===== src/rtl/line_fill_buffer.sv =====
// Line-fill buffer for the cache miss path: requests a line from the read channel,
// gathers its beats, forwards the missed word early and commits the full line once.
module line_fill_buffer #(
  parameter int CACHE_FRONTEND_ADDR_W = 32,
  parameter int CACHE_FRONTEND_DATA_W = 32,
  parameter int CACHE_WORD_OFF_W      = 3,
  parameter int CACHE_BACKEND_DATA_W  = 32,
  parameter int CACHE_BACKEND_BYTE_W  = $clog2(CACHE_BACKEND_DATA_W/8),
  parameter int CACHE_FRONTEND_BYTE_W = $clog2(CACHE_FRONTEND_DATA_W/8),
  parameter int CACHE_LINE2MEM_W      = CACHE_WORD_OFF_W - $clog2(CACHE_BACKEND_DATA_W/CACHE_FRONTEND_DATA_W),
  parameter int LINE_W                = (2**CACHE_WORD_OFF_W)*CACHE_FRONTEND_DATA_W,
  localparam int FILL_ADDR_W = CACHE_FRONTEND_ADDR_W - CACHE_FRONTEND_BYTE_W,
  localparam int LINE_ADDR_W = CACHE_FRONTEND_ADDR_W - (CACHE_BACKEND_BYTE_W + CACHE_LINE2MEM_W),
  localparam int BEAT_IDX_W  = (CACHE_LINE2MEM_W > 0) ? CACHE_LINE2MEM_W : 1
) (
  input  logic                             ap_clk,
  input  logic                             reset,
  input  logic                             fill_req,
  input  logic [FILL_ADDR_W-1:0]           fill_addr,
  output logic                             fill_ready,
  output logic                             replace_valid,
  output logic [LINE_ADDR_W-1:0]           replace_addr,
  input  logic                             replace,
  input  logic                             read_valid,
  input  logic [BEAT_IDX_W-1:0]            read_addr,
  input  logic [CACHE_BACKEND_DATA_W-1:0]  read_rdata,
  output logic                             word_valid,
  output logic [CACHE_FRONTEND_DATA_W-1:0] word_rdata,
  output logic                             line_we,
  output logic [LINE_ADDR_W-1:0]           line_addr,
  output logic [LINE_W-1:0]                line_wdata,
  output logic [1:0]                       dbg_state
);

  localparam int SEL_W     = CACHE_WORD_OFF_W - CACHE_LINE2MEM_W;
  localparam int SEL_BITS  = (SEL_W > 0) ? SEL_W : 1;
  localparam int WOFF_BITS = (CACHE_WORD_OFF_W > 0) ? CACHE_WORD_OFF_W : 1;
  localparam int NBEATS    = 2**CACHE_LINE2MEM_W;
  localparam int RATIO     = 2**SEL_W;
  localparam int NWORDS    = 2**CACHE_WORD_OFF_W;

  typedef enum logic [1:0] {
    S_IDLE   = 2'd0,
    S_REQ    = 2'd1,
    S_FILL   = 2'd2,
    S_COMMIT = 2'd3
  } state_t;

  state_t                           r_state;
  state_t                           w_next;
  logic [FILL_ADDR_W-1:0]           r_fill_addr;
  logic                             r_word_sent;
  logic [LINE_W-1:0]                r_buf;
  logic                             r_word_valid;
  logic [CACHE_FRONTEND_DATA_W-1:0] r_word_rdata;
  logic                             r_line_we;
  logic [LINE_ADDR_W-1:0]           r_line_addr;
  logic [LINE_W-1:0]                r_line_wdata;

  logic [LINE_ADDR_W-1:0]           w_line_addr;
  logic [BEAT_IDX_W-1:0]            w_beat_idx;
  logic [BEAT_IDX_W-1:0]            w_slot;
  logic [SEL_BITS-1:0]              w_word_sel;
  logic [WOFF_BITS-1:0]             w_word_idx;
  logic                             w_capture;
  logic                             w_crit_hit;
  logic                             w_commit;
  logic [CACHE_FRONTEND_DATA_W-1:0] w_crit_word;
  logic [CACHE_FRONTEND_DATA_W-1:0] w_buf_word;

  // Handshake: replace_valid is held while in REQ; the read channel answers by raising
  // replace, which stays high for the whole burst (including bus-error re-bursts) and
  // drops once the channel is done. Beats count only while read_valid and replace are both high.
  assign w_line_addr = r_fill_addr[FILL_ADDR_W-1:CACHE_WORD_OFF_W];
  assign w_beat_idx  = BEAT_IDX_W'(r_fill_addr >> SEL_W) & BEAT_IDX_W'(NBEATS - 1);
  assign w_word_sel  = SEL_BITS'(r_fill_addr) & SEL_BITS'(RATIO - 1);
  assign w_word_idx  = WOFF_BITS'(r_fill_addr) & WOFF_BITS'(NWORDS - 1);
  assign w_slot      = (CACHE_LINE2MEM_W == 0) ? '0 : read_addr;

  assign w_capture   = (r_state == S_FILL) && read_valid && replace;
  assign w_crit_hit  = w_capture && (w_slot == w_beat_idx) && !r_word_sent;
  assign w_commit    = (r_state == S_FILL) && !replace;
  assign w_crit_word = read_rdata[int'(w_word_sel)*CACHE_FRONTEND_DATA_W +: CACHE_FRONTEND_DATA_W];
  assign w_buf_word  = r_buf[int'(w_word_idx)*CACHE_FRONTEND_DATA_W +: CACHE_FRONTEND_DATA_W];

  always_ff @(posedge ap_clk or posedge reset) begin
    if (reset) r_state <= S_IDLE;
    else       r_state <= w_next;
  end

  always_comb begin
    w_next = r_state;
    case (r_state)
      S_IDLE:   if (fill_req) w_next = S_REQ;
      S_REQ:    if (replace)  w_next = S_FILL;
      S_FILL:   if (!replace) w_next = S_COMMIT;
      S_COMMIT: w_next = S_IDLE;
      default:  w_next = S_IDLE;
    endcase
  end

  always_ff @(posedge ap_clk or posedge reset) begin
    if (reset) begin
      r_fill_addr  <= '0;
      r_word_sent  <= 1'b0;
      r_buf        <= '0;
      r_word_valid <= 1'b0;
      r_word_rdata <= '0;
      r_line_we    <= 1'b0;
      r_line_addr  <= '0;
      r_line_wdata <= '0;
    end else begin
      r_word_valid <= 1'b0;
      r_line_we    <= 1'b0;
      if ((r_state == S_IDLE) && fill_req) begin
        r_fill_addr <= fill_addr;
        r_word_sent <= 1'b0;
      end
      // Retried bursts overwrite their slots; word_sent keeps the early word to one pulse.
      if (w_capture) begin
        r_buf[int'(w_slot)*CACHE_BACKEND_DATA_W +: CACHE_BACKEND_DATA_W] <= read_rdata;
      end
      if (w_crit_hit) begin
        r_word_rdata <= w_crit_word;
        r_word_valid <= 1'b1;
        r_word_sent  <= 1'b1;
      end
      if (w_commit) begin
        r_line_we    <= 1'b1;
        r_line_addr  <= w_line_addr;
        r_line_wdata <= r_buf;
        if (!r_word_sent) begin
          r_word_rdata <= w_buf_word;
          r_word_valid <= 1'b1;
          r_word_sent  <= 1'b1;
        end
      end
    end
  end

  assign fill_ready    = (r_state == S_IDLE);
  assign replace_valid = (r_state == S_REQ);
  assign replace_addr  = w_line_addr;
  assign word_valid    = r_word_valid;
  assign word_rdata    = r_word_rdata;
  assign line_we       = r_line_we;
  assign line_addr     = r_line_addr;
  assign line_wdata    = r_line_wdata;
  assign dbg_state     = r_state;

endmodule


===== config.mk =====
export PLATFORM = sky130hd
export DESIGN_NAME = line_fill_buffer
export DESIGN_NICKNAME = d
export VERILOG_FILES = /design/src/rtl/line_fill_buffer.sv
export SDC_FILE = /design/constraint.sdc
export NUM_CORES = 1
export LEC_CHECK = 0
export CORE_ASPECT_RATIO = 0.5
export CORE_MARGIN = 10
export CORE_UTILIZATION = 40
export CTS_CLUSTER_DIAMETER = 60
export DETAILED_ROUTE_END_ITERATION = 8
export PLACE_DENSITY = 0.63
export RECOVER_POWER = 25
export SLEW_MARGIN = 20
export SYNTH_ARGS = -nofsm -noshare
export SYNTH_HDL_FRONTEND = slang
export SYNTH_SLANG_ARGS = --single-unit

===== constraint.sdc =====
create_clock -name ap_clk -period 41.8 [get_ports ap_clk]
set_input_delay 12.54 -clock ap_clk [delete_from_list [all_inputs] [get_ports ap_clk]]
set_output_delay 12.54 -clock ap_clk [all_outputs]
set_load 0.05 [all_outputs]

== After elaboration in Yosys (flattened, before gate mapping) ==
Index checks and enable logic that the tools add are counted.
W data, S select, Z words.
Storage, ports and cells
  register bits: 606
  output and inout port bits: 348
Operators by class
  add/subtract/negate cells: 1
  eq/ne operators: 7
  shifts and indexed selects: 3
  muxes and demuxes: 16
  reduce and logical (&&, ||, !) cells: 10
Operator list (number)
  $bwmux W256: 1
  $shift A32 B33 Y256 const A: 1
  $shiftx A256 B9 Y32: 1
  $shiftx A32 B33 Y256: 1
  $mux W32: 3
  $neg A8 Y33: 1
  $mux W1: 8
  $pmux W2 S4: 1
  $logic_and A1 B1 Y1: 6
  $mux W2: 3
  $eq A2 B2 Y1 const B: 2
  $ne A2 B2 Y1 const B: 2
  $eq A3 B3 Y1: 1
  $reduce_and A3 Y1: 1
  $eq A2 B1 Y1 const B: 1
  $logic_not A1 Y1: 2
  $logic_not A2 Y1: 1
  $ne A2 B1 Y1 const B: 1

== Depth between registers and ports, before layout ==
  word-level depth: 8
  mapped depth: 10

== Worst setup path after synthesis ==
OpenSTA, ideal clock, no wires.
  path kind: input to register
  start point: input read_addr[0]
  end point: register r_buf[94]
  library setup time: 0.127 ns
  arrival: 14.209 ns
  required time: 41.673 ns
  setup slack: 27.464 ns
  stages on the path: 10
  path buffers: 3
  path through: buf_6 inv_4 ha_1 ha_1 nand2_1 or4_1 buf_6 buf_6 nand2_1 o21ai_0
Between the ends
  word-level cells in the longest chain between the ends: 3
  elaborated cells between the ends (all ways): 4
  those cells by class: 1 x add/sub; 2 x shift; 1 x mux
RTL lines
  from (decl): RTL line 25  | input logic [BEAT_IDX_W-1:0] read_addr,
  $neg A8 Y33 (*): RTL line 121  | r_buf[int'(w_slot)*CACHE_BACKEND_DATA_W +: CACHE_BACKEND_DATA_W] <= read_rdata;
  $shiftx A32 B33 Y256 / $shift A32 B33 Y256 (equally long branches): RTL line 121
  $bwmux W256 (*): RTL line 121
  to (signal, indexed assignment): RTL line 121
  to (decl): RTL line 53  | logic [LINE_W-1:0] r_buf;
Mark *: on every way between the ends. The rest lies on a longest branch, timed or not.
A chain may end at the register's enable or synchronous reset.

==> run metrics <==
run status finished, violations left; failing checks capacitance limit, slew limit; DR vias 19.5k; Max Freq 41.9 MHz; slowest CP cell clkbuf_1; Avg Inst Size Synth 9.80 µm²; mux cell area share after synthesis 10.2%; total negative setup slack 0 ns; hpwl dp 53800 µm; Max-Cap Viols 7; leakage power 15.8 nW; PortBufs 417; XOR/XNOR share of the synthesized area 0.101%; Filler Cells Inserted 5871; Post-synth EDFFs 0; CTS root buffer clkbuf_16; Post-Synth Simple-Gate Area 18.8%; Pwr per Cell Area 73.4 nW/µm²; Post-Syn Nets 2719; Synth cell types 34; Clock Skews 0.0196 ns; RSZ-0062 raised after global routing no; sequential element share of the synthesized area 58.6%; initial antenna violation count 1; CP Launch Point reset; final setup fails 0; Critical Path End Type async pin; Die Area 75900 µm²; synthesized flop and latch total 606; Post-DRT Antenna Nets 0; post-CTS setup buffers 0; Core ar. 63500 µm²; initial core utilization 40.8%; routed len/inst 20.9 µm; worst vdd ir 0.0000337 V; Final period util 57.1%; WP data arrival 22.31 ns; Synth Area in Compound Gates 7.56%; # rows 65; nets@finish 3034; adder-cell share of the synthesized area 0.290%; CP Cell Sequence dlygate4sd3_1, clkinvlp_2, clkbuf_1; CTS clock-pin slew for the worst setup and hold paths 0.06 ns; CTS Sinks 606; mapped cell area 25900 µm²; clock network latency to the later pin of the worst-skew pair 0.60 ns; Num CTS Buffers 56; Synth Warn # 0; WP depth 3; cell with the most instances after synthesis nand2_1; Crit path max-delay family buffers and inverters; largest cells by area after synthesis dfrtp_1 59%, nand2_1 18%, mux2i_1 7.5%; Syn-to-layout area delta 24.4%; vias in the first global route 20.1k; Register-to-Register Path Depth 8; Crit path required time 40.25 ns; worst min path class reg -> reg; drt first pass iters 5; most frequent cells after synthesis 1249 x nand2_1, 606 x dfrtp_1, 193 x mux2i_1; main combinational cell family by area after synthesis simple AND/OR/NAND/NOR gates; CP max FO 171; R2R Path Start dbg_state[0]; largest net degree at the start of global routing 172; first-pass GRT wire length 124000 µm; CTS tree built; routed wire length 80900 µm; Hold Path Cell Cnt 2; hold wc startpoint line_addr[12]; Final Max Tran Viols 579; Critical Path Max Stage Delay 6.40 ns; GP Congestion 0.802; DRC violations left 0; clk buf depth 3; Pwr Total 2.37 mW; Fin. Hold Viols 0; post-layout min period 23.86 ns; Die W 380 µm; initial DRC count 1309; # IOs 418; post-CTS resize count 0; Synth area leader dfrtp_1; GRT Total Usage 20.6%; sum of buffers and inverters on the critical path 3; share of layout cells above drive strength 1 9.66%; Slew @ Worst Pin 8.94 ns; number of H-tree levels 2; Die H 200 µm; Synth Instances 2643; gr ovfl total 0; crit path launch type input pin; asr flop ratio synth 100%; routed vias/inst 5.04; WS Path Type in -> async; predominant post-synthesis flop cell dfrtp_1; hold_buf cts 0; Slew HR -496%; Synth top area share 58.6%
==> where the power goes <==
| part | switching (mW) | internal (mW) | total [mW] |
|---|---|---|---|
| Clock | 0.228 | 0.294 | 0.521 |
| Sequential | 0.118 | 0.725 | 0.844 |
| Combinational | 0.677 | 0.323 | 1.00 |
==> metal layers <==
metal	track usage (%)	vias to the layer above	wire (µm)
li1	-	9185	-
met1	24.7	9826	32700
met2	38.8	390	43100
met3	2.55	126	2790
met4	6.33	0	2380
met5	0	-	0
==> worst min-delay path: stages, from the launching register on <==
cell and delay, ns:
dfrtp_1 0.34, nand2_1 0.05, nand2_1 0.05
==> flip-flops by register name, summed over array words and instances, names as in the netlist <==
register,cells
line_wdata,256
r_buf,256
word_rdata,32
r_fill_addr,30
line_addr,27
dbg_state,2
line_we,1
r_word_sent,1
word_valid,1
==> kinds of logic after synthesis <==
group | after synthesis
and+or+nand+nor | 1279
DFF | 606
AOI/OAI and AO/OA | 293
muxes | 256
buffers and inverters | 200
adders and majority gates | 6
xor gates and xnor gates | 3
==> final timing paths <==
| check | endpoint | slack (ns) |
|---|---|---|
| max | r_buf[204] | 17.94 |
| min | line_addr[12] | 0.47 |
| max reg2reg | line_wdata[204] | 34.27 |
| min reg2reg | line_addr[12] | 0.47 |
| max in group ap_clk | line_wdata[204] | 22.38 |
| min in group asynchronous | line_wdata[183] | 13.77 |
==> cell type report <==
class                           instances  area [µm²]  area share, %
Antenna cell                            1        2.50        0.00777
Inverter                                8        35.0          0.109
Multi-Input combinational cell       1837        9640           29.9
Tap cell                              871        1090           3.38
Sequential cell                       606       15200           47.1
Clock inverter                         21         185          0.575
Clock buffer                           80        1660           5.16
Timing Repair Buffer                  449        4430           13.8
==> cell usage in the layout, fill, tap and decap left out, types with 2 or more instances in the layout <==
cell / instances
nor2_4: 2
clkinvlp_4: 2
mux2_2: 62
o21ai_1: 65
clkbuf_16: 57
nand2b_1: 3
clkdlybuf4s50_1: 414
or4_4: 2
buf_4: 25
ha_1: 6
nor2_1: 3
or4_2: 3
a22oi_1: 64
mux2i_1: 193
clkinv_2: 16
nor2_2: 2
inv_1: 5
nor3_4: 2
bufinv_16: 3
nand2_1: 1249
clkbuf_1: 12
o21ai_0: 75
clkinvlp_2: 2
o21ai_2: 87
clkbuf_8: 15
nand4_1: 3
xnor2_1: 3
nor2b_4: 2
dfrtp_1: 605
dlygate4sd3_1: 3
==> stage by stage <==
step           instances  instance area (µm²)  hold slack (ns)  worst slack, ns  utilization (%)
2_1_floorplan       2643                25900            0.455            12.30                -
3_3_place_gp        3769                30400            0.460            25.61             47.8
3_5_place_dp        3770                30400            0.461            25.57             47.9
4_1_cts             3871                32300            0.477            26.21             50.8
5_1_grt             3873                32200            0.494            15.71             50.7
6_report            3873                32200            0.471            17.94             50.7
Note: power is estimated with default switching activity, not from simulation.
